## config.mk

```make
export PLATFORM = sky130hd
export DESIGN_NAME = regfile_write_arbiter
export DESIGN_NICKNAME = d
export VERILOG_FILES = /design/src/rtl/regfile_write_arbiter.sv
export SDC_FILE = /design/constraint.sdc
export NUM_CORES = 1
export LEC_CHECK = 0
export BUFFER_PORTS_ARGS = -buffer_cell sky130_fd_sc_hd__buf_2
export CAP_MARGIN = 15
export CELL_PAD_IN_SITES_DETAIL_PLACEMENT = 0
export CELL_PAD_IN_SITES_GLOBAL_PLACEMENT = 1
export CORE_MARGIN = 2
export CORE_UTILIZATION = 42
export CTS_BUF_LIST = sky130_fd_sc_hd__clkbuf_4 sky130_fd_sc_hd__clkbuf_8 sky130_fd_sc_hd__clkbuf_16
export DETAILED_ROUTE_END_ITERATION = 12
export PLACE_DENSITY_LB_ADDON = 0.05
export SETUP_SLACK_MARGIN = 0.4
export SYNTH_ARGS = -nofsm -noshare
export SYNTH_HDL_FRONTEND = slang
export SYNTH_SLANG_ARGS = --single-unit
```

## constraint.sdc

```tcl
create_clock -name clk -period 1.7 [get_ports clk]
set_input_delay 0.085 -clock clk [delete_from_list [all_inputs] [get_ports clk]]
set_output_delay 0.085 -clock clk [all_outputs]
set_load 0.05 [all_outputs]
```

## src/rtl/regfile_write_arbiter.sv

```systemverilog
// regfile_write_arbiter: shares the register-file write port among ALU, load and mul/div writeback.
// Define RF_ARB_ROUND_ROBIN_EN for round-robin arbitration; otherwise fixed priority 0 > 1 > 2.
module regfile_write_arbiter #(
    parameter int DATA_W = 32,
    parameter int ADDR_W = 5
) (
    input  logic              clk,
    input  logic              rst_n,
    input  logic [2:0]        req_valid,
    output logic [2:0]        req_ready,
    input  logic [ADDR_W-1:0] req_addr0,
    input  logic [ADDR_W-1:0] req_addr1,
    input  logic [ADDR_W-1:0] req_addr2,
    input  logic [DATA_W-1:0] req_data0,
    input  logic [DATA_W-1:0] req_data1,
    input  logic [DATA_W-1:0] req_data2,
    output logic              reg_write,
    output logic [ADDR_W-1:0] addr3,
    output logic [DATA_W-1:0] wdata,
    output logic              idle
);
    logic [2:0]        buf_v_q, buf_v_d, grant, acc;
    logic [ADDR_W-1:0] buf_addr_q [3];
    logic [DATA_W-1:0] buf_data_q [3];
    logic [ADDR_W-1:0] in_addr [3];
    logic [DATA_W-1:0] in_data [3];
    logic [1:0]        gidx;
    logic              reg_write_q, reg_write_d;
    logic [ADDR_W-1:0] addr3_q;
    logic [DATA_W-1:0] wdata_q;

    assign in_addr = '{req_addr0, req_addr1, req_addr2};
    assign in_data = '{req_data0, req_data1, req_data2};

`ifdef RF_ARB_ROUND_ROBIN_EN
    logic [1:0] last_q;
    logic [2:0] rot_v, pick;
    // Rotate so the search start sits at bit 0, pick lowest, rotate back.
    always_comb begin
        rot_v = last_q == 2'd0 ? {buf_v_q[0], buf_v_q[2], buf_v_q[1]} :
                last_q == 2'd1 ? {buf_v_q[1], buf_v_q[0], buf_v_q[2]} : buf_v_q;
        pick  = rot_v[0] ? 3'b001 : rot_v[1] ? 3'b010 : rot_v[2] ? 3'b100 : 3'b000;
        grant = last_q == 2'd0 ? {pick[1], pick[0], pick[2]} :
                last_q == 2'd1 ? {pick[0], pick[2], pick[1]} : pick;
    end

    always_ff @(posedge clk or negedge rst_n) begin
        if (!rst_n)
            last_q <= 2'd2;
        else if (|grant)
            last_q <= gidx;
    end
`else
    assign grant = buf_v_q[0] ? 3'b001 : buf_v_q[1] ? 3'b010 : buf_v_q[2] ? 3'b100 : 3'b000;
`endif

    assign gidx        = grant[1] ? 2'd1 : grant[2] ? 2'd2 : 2'd0;
    assign req_ready   = {3{rst_n}} & (~buf_v_q | grant);
    assign acc         = req_valid & req_ready;
    assign buf_v_d     = acc | (buf_v_q & ~grant);
    // r0 and r24 are hardwired zero: the slot is consumed but the write is dropped.
    assign reg_write_d = |grant && buf_addr_q[gidx] != '0 && buf_addr_q[gidx] != ADDR_W'(24);

    always_ff @(posedge clk or negedge rst_n) begin
        if (!rst_n) begin
            buf_v_q     <= '0;
            reg_write_q <= 1'b0;
            addr3_q     <= '0;
            wdata_q     <= '0;
            for (int i = 0; i < 3; i++) begin
                buf_addr_q[i] <= '0;
                buf_data_q[i] <= '0;
            end
        end else begin
            buf_v_q     <= buf_v_d;
            reg_write_q <= reg_write_d;
            for (int i = 0; i < 3; i++) begin
                if (acc[i]) begin
                    buf_addr_q[i] <= in_addr[i];
                    buf_data_q[i] <= in_data[i];
                end
            end
            if (|grant) begin
                addr3_q <= buf_addr_q[gidx];
                wdata_q <= buf_data_q[gidx];
            end
        end
    end

    assign reg_write = reg_write_q;
    assign addr3     = addr3_q;
    assign wdata     = wdata_q;
    assign idle      = ~|buf_v_q & ~reg_write_q;
endmodule

```

==> impl_metrics.tcl, run 1 <==
set metrics [dict create \
    max_stage_delay_ns 0.47 \
    rrSetupSlack_ns 0.12 \
    die_h_um 126.5 \
    drc_errors 0 \
    synth-xor-area-share_pct 0.1390 \
    setup_viol 0 \
    rsz0062_at_grt "true" \
    crit_slowest_cell "dfrtp_2" \
    clock-sinks 152 \
    cts_tree "done" \
    drive_above_1_share_pct 46.19 \
    hold_slack_ns -0.2304 \
    antenna_found_initial 0 \
    startpoint_type "flop" \
    seq_power_share_pct 39.5 \
    use_met2_pct 39.01 \
    violations "negative hold slack" \
    internal-power_mw 8.267 \
    stdcell_count 1011 \
    power_density_nw_per_um2 1187 \
    synthMuxAreaShare_pct 19.83 \
    clockBufferDepth 2 \
    critPathCaptureType "flop" \
    switchingPower_mw 3.607 \
    syn_inst 502 \
    syn_area_um2 6302 \
    viasPerCell 4.996 \
    peakVddDrop_v 0.0008108 \
    crit_type "reg2reg" \
    synth_commonest_cells "152 x dfrtp_1, 111 x mux2_2, 43 x nand2_1" \
    synthAdderAreaFrac_pct 0 \
    finalMaxSlewViolations 0 \
    yosysWarningCount 0 \
    worstHoldPathType "in2async" \
    fin_tns_setup_ns 0 \
    n_antenna_cell 0 \
    synth-seq-cells 152 \
    finClkSkew_ns 0.007254 \
    crit_fanout 7 \
    nets 930 \
    hold_violations 152 \
    clkTransAtPathRegs_ns 0.06 \
    vias 5051 \
    path_cells "o21bai_4, a222oi_1, buf_4, xnor2_2, a41oi_2" \
    status "finished with violations" \
    synth_cell_type_count 27 \
    ant_nets 0 \
    rows 44 \
    core-area_um2 14590 \
    io_pins 158 \
    routedWlPerCell_um 18.32 \
    synth-main-ff-cell "dfrtp_1" \
    grtUsageMet3_pct 5.736 \
    syn_nets 618 \
    yosysSeqAreaShare_pct 60.35 \
    p_clk_share_pct 33.0 \
    first_global_vias 5464 \
    cts_max_level 4 \
    required_ns 1.98 \
    firstDrtPassIters 4 \
    grt_busiest_layer "met2" \
    fin_util_pct 68.58 \
    period_needed_ns 1.578 \
    dpl_worst_slack_ns 0.09492 \
    synth-simple-area-share_pct 5.777 \
    cts_buffers 17 \
    comb_power_share_pct 27.5 \
    yosys.area.top_type "dfrtp_1" \
    synthTopCellsByArea "dfrtp_1 60%, mux2_2 20%, a22oi_1 3.8%" \
    yosys.area.top_type_share_pct 60.35 \
    place_inst 821 \
    groute.usage.overall_pct 22.65 \
    place.gp.congestion 0.7505 \
    synth.most_common_cell "dfrtp_1" \
    place_hpwl_mm 10.10 \
    use_met1_pct 28.11 \
    fmax_ghz 0.6339 \
    finalCritPeriodShare_pct 92.80 \
    swShare_pct 30.38 \
    dieArea_um2 16000 \
    root_buffer "clkbuf_16" \
    drv_cap 0 \
    synth-edff-count 0 \
    synth_compound_area_share_pct 10.78 \
    drt_wl_total_mm 18.52 \
    drtIter0Drc 243 \
    postCtsHoldBufs 111 \
    slew-limit-headroom_pct 61.95 \
    gr-total-overflow 0 \
    synth_top_family_by_area "multiplexers" \
    initial_core_util_pct 43.20 \
    numPortBuffers 157 \
    grt_max_degree 109 \
    setup_slack_ns 0.1224 \
    worst_pin_slew_ns 0.5708 \
    async_flop_share_pct 100.0 \
    grt_pass1_wl_mm 27.91 \
    leakage_nw 4.621 \
    insertion_delay_ns 0.42 \
    critical_path_arrival_ns 1.86 \
    avgSynthCellArea_um2 12.55 \
    areaGrowthSynthToFinish_pct 58.75 \
    die_w_um 126.5 \
]
layer usage:
metal | vias to the layer above | share of wire, %
li1 | 2394 | -
met1 | 2492 | 42
met2 | 140 | 51
met3 | 25 | 5.4
met4 | 0 | 1.8
met5 | - | 0
flip-flops by register name, indices dropped and copies added (netlist names):
register and cells:
reg_write 1, buf_data_q 96, wdata 32, buf_addr_q 15, addr3 5, buf_v_q 3
critical path: cells and delay by family, from the launching register on:
family | cells | cell delay [ns]
DFF | 1 | 0.47
buffers and inverters | 1 | 0.20
AOI/OAI and AO/OA | 3 | 0.66
xor gates and xnor gates | 1 | 0.11
layout make-up:
class                      count  area, um2
clock inverter                 8      117.6
tap                          184      230.2
fill                        1060       4584
multi-input combinational    312       2416
sequential                   152       3807
inverter                       1      3.754
timing repair buffer         330       2927
clock buffer                  24      503.0
stage by stage:
step / instance area, um2 / hold slack [ns] / power, mW
6_report: 10000 / -0.2304 / 11.87
5_1_grt: 10000 / -0.1609 / 12.43
4_1_cts: 9709 / -0.1770 / 11.74
3_5_place_dp: 7366 / 0.2690 / 7.302
3_3_place_gp: 7366 / 0.2567 / 7.221
2_1_floorplan: 6386 / -0.2106 / 6.511
logic make-up (layout without fill, tap and decap cells):
logic type / Yosys count / after routing
flip-flops: 152 / 152
AO/OA/AOI/OAI: 111 / 111
AND/OR/NAND/NOR: 89 / 89
buffers and inverters: 38 / 363
XOR/XNOR: 1 / 1
multiplexers: 111 / 111
timing repair:
| item | CTS | global route |
|---|---|---|
| resized for setup | 38 | 49 |
| endpoints found under the hold margin | 263 | 152 |
| setup buffers | 25 | 4 |
| cloned | 9 | 9 |
| endpoints found under the setup margin | 115 | 116 |
| pin swaps | 9 | 6 |
power by group through the flow:
stage / registers, mW / logic, mW / clock network, mW
after global placement: 4.72 / 2.50 / 0
after CTS: 4.69 / 3.07 / 3.98
after floorplan: 5.45 / 1.06 / 0
after detailed placement: 4.76 / 2.55 / 0
final: 4.70 / 3.26 / 3.91
after global routing: 4.78 / 3.48 / 4.16
worst paths after layout:
kind	from	to	cells after the start
worst max-delay path	buf_v_q[0]	reg_write	5
worst min-delay path	rst_n	buf_data_q[31]	2
worst max register to register	buf_v_q[0]	reg_write	5
worst min register to register	addr3[0]	addr3[0]	2
max in group asynchronous	rst_n	buf_v_q[2]	2
min in group clk	req_valid[0]	buf_v_q[0]	4
layout by cell type, fill, tap and decap left out, types with 5 or more instances in the layout:
cell,Yosys,final
o21ai_1,1,32
buf_16,0,6
buf_6,3,15
nand2_1,43,39
dfrtp_1,152,149
buf_4,6,19
buf_2,7,153
a21oi_1,34,34
a22oi_1,32,29
mux2_4,0,5
buf_12,0,12
nor2_1,36,36
dlygate4sd3_1,0,111
o21ai_0,37,5
clkbuf_16,0,24
mux2_2,111,106
No activity file was read; power rests on OpenSTA's default activity.
==> inputs of run 2 (changes only) <==
- CELL_PAD_IN_SITES_DETAIL_PLACEMENT: 0 -> 1
==> run 2 against run 1 <==
The flow finishes with violations (negative hold slack, negative setup slack). Global-route usage is 6.4 points higher. Flip-flop and latch count unchanged. Via count up 7.5%. Critical path depth up 3. Fmax fell by 13%. Routed wire length rose by 34%. Critical path type unchanged. Sequential power is 3% higher. Power is 5.8% higher.
==> impl_metrics.tcl, run 2 (synthesis gave the netlist of run 1 again) <==
set metrics [dict create \
    switchingPower_mw 4.157 \
    critical_path_arrival_ns 2.14 \
    swShare_pct 33.09 \
    fmax_ghz 0.5546 \
    rows 44 \
    core-area_um2 14590 \
    power_density_nw_per_um2 1230 \
    place_inst 821 \
    finalCritPeriodShare_pct 106.1 \
    drv_cap 0 \
    r2r_end "wdata[18]" \
    cp_top_family "buffers and inverters" \
    cts_buffers 17 \
    worst_pin_slew_ns 0.5942 \
    stdcell_count 1016 \
    violations "negative hold slack, negative setup slack" \
    max_stage_delay_ns 0.44 \
    clock-sinks 152 \
    grt_max_degree 109 \
    finClkSkew_ns 0.01042 \
    antenna_found_initial 0 \
    fin_util_pct 69.98 \
    p_clk_share_pct 32.9 \
    worstHoldPathType "in2async" \
    ant_nets 0 \
    layout_commonest_cell "buf_2" \
    die_h_um 126.5 \
    startpoint_type "flop" \
    design_area_um2 10210 \
    internal-power_mw 8.406 \
    finalMaxSlewViolations 0 \
    setup_slack_ns -0.1033 \
    peakVddDrop_v 0.0007505 \
    drc_errors 0 \
    critPathCaptureType "flop" \
    crit_type "reg2reg" \
    slew-limit-headroom_pct 60.39 \
    postCtsHoldBufs 111 \
    insertion_delay_ns 0.43 \
    place.gp.congestion 0.7505 \
    firstDrtPassIters 4 \
    routedWlPerCell_um 24.51 \
    gr-total-overflow 0 \
    largest_register_ffs 96 \
    placed_area_um2 7366 \
    final.fill_count 1402 \
    rrSetupSlack_ns -0.10 \
    numPortBuffers 157 \
    first_global_vias 6118 \
    required_ns 2.04 \
    ff_latch_area_um2 3807 \
    drive_above_1_share_pct 51.20 \
    clockBufferDepth 2 \
    place_hpwl_mm 10.65 \
    initial_core_util_pct 43.20 \
    dpl_worst_slack_ns 0.08238 \
    cp_num_buf_inv 5 \
    comb_power_share_pct 28.6 \
    final_cell_mix "153 x buf_2, 149 x dfrtp_1, 111 x mux2_2, 111 x dlygate4sd3_1" \
    areaGrowthSynthToFinish_pct 62.00 \
    path_cells "buf_6, buf_12, buf_12, nor3_4, buf_6, clkbuf_16, a22oi_2, o21ai_1" \
    cts_max_level 4 \
    reg2reg_from "buf_v_q[2]" \
    leakage_nw 4.625 \
    nets 935 \
    vias 5430 \
    clkTransAtPathRegs_ns 0.06 \
    n_antenna_cell 0 \
    period_needed_ns 1.803 \
    root_buffer "clkbuf_16" \
    dieArea_um2 16000 \
    drtIter0Drc 278 \
    groute.usage.overall_pct 29.02 \
    viasPerCell 5.344 \
    status "finished with violations" \
    crit_fanout 5 \
    hold_violations 152 \
    die_w_um 126.5 \
    reg2reg_depth 8 \
    cts_tree "done" \
    crit_slowest_cell "dfrtp_2" \
    grt_pass1_wl_mm 34.78 \
    hold_slack_ns -0.2257 \
    multiInputGateArea_um2 2590 \
    top_register "buf_data_q" \
    seq_power_share_pct 38.5 \
    rsz0062_at_grt "true" \
    io_pins 158 \
    setup_viol 17 \
    drt_wl_total_mm 24.91 \
]
==> run 2: metal layers <==
metal	wire length [um]	part of all wire, %	up-vias	global-route usage [%]
met4	870	3.5	0	10.60
li1	-	-	2413	-
met1	9387	38	2776	33.56
met3	1021	4.1	58	5.905
met2	13630	55	183	53.04
met5	0	0	-	0
==> run 2: worst max-delay path by stage <==
stage	from	cells after the start	end	slack, ns
after CTS	buf_v_q[2]	3	idle	0.11
after global routing	buf_v_q[2]	8	wdata[18]	-0.13
after floorplan	buf_v_q[0]	7	buf_data_q[16]	0.13
after detailed placement	buf_v_q[0]	4	reg_write	0.08
after global placement	buf_v_q[0]	4	reg_write	0.11
final	buf_v_q[2]	8	wdata[18]	-0.10
==> run 2: cell type report <==
type / instances / share of cell area, %
clock buffers: 20 / 4.510
clock inverters: 12 / 1.703
inverters: 1 / 0.03676
multi-input cells: 312 / 25.37
flip-flops and latches: 152 / 37.29
well taps: 184 / 2.255
repair buffers: 335 / 28.84
==> run 2: worst register-to-register path: cells and delay by family (launching register included) <==
| family | cells | cell delay [ns] |
|---|---|---|
| and+or+nand+nor | 1 | 0.29 |
| DFF | 1 | 0.44 |
| AOI/OAI and AO/OA | 2 | 0.19 |
| buffers and inverters | 5 | 0.79 |
==> run 2: power by group through the flow <==
stage,combinational [mW],sequential [mW],clock [mW]
floorplan,1.06,5.45,0
global placement,2.50,4.72,0
detailed placement,2.56,4.76,0
CTS,3.28,4.73,4.13
global route,3.77,4.90,4.34
finish,3.59,4.84,4.14
==> run 2: through the flow <==
stage          setup TNS, ns  hold slack [ns]  total power [mW]
6_report             -0.4980          -0.2257             12.56
5_1_grt               -2.252          -0.1859             13.00
3_3_place_gp               0           0.2567             7.221
3_5_place_dp               0           0.2600             7.327
2_1_floorplan              0          -0.2106             6.511
4_1_cts                    0          -0.1909             12.14
==> run 2: repair_timing <==
item	CTS	global route
setup buffers	27	11
gates cloned	13	1
gates resized for setup	78	55
setup endpoints to repair	116	116
pin swaps	22	29
endpoints found under the hold margin	263	152
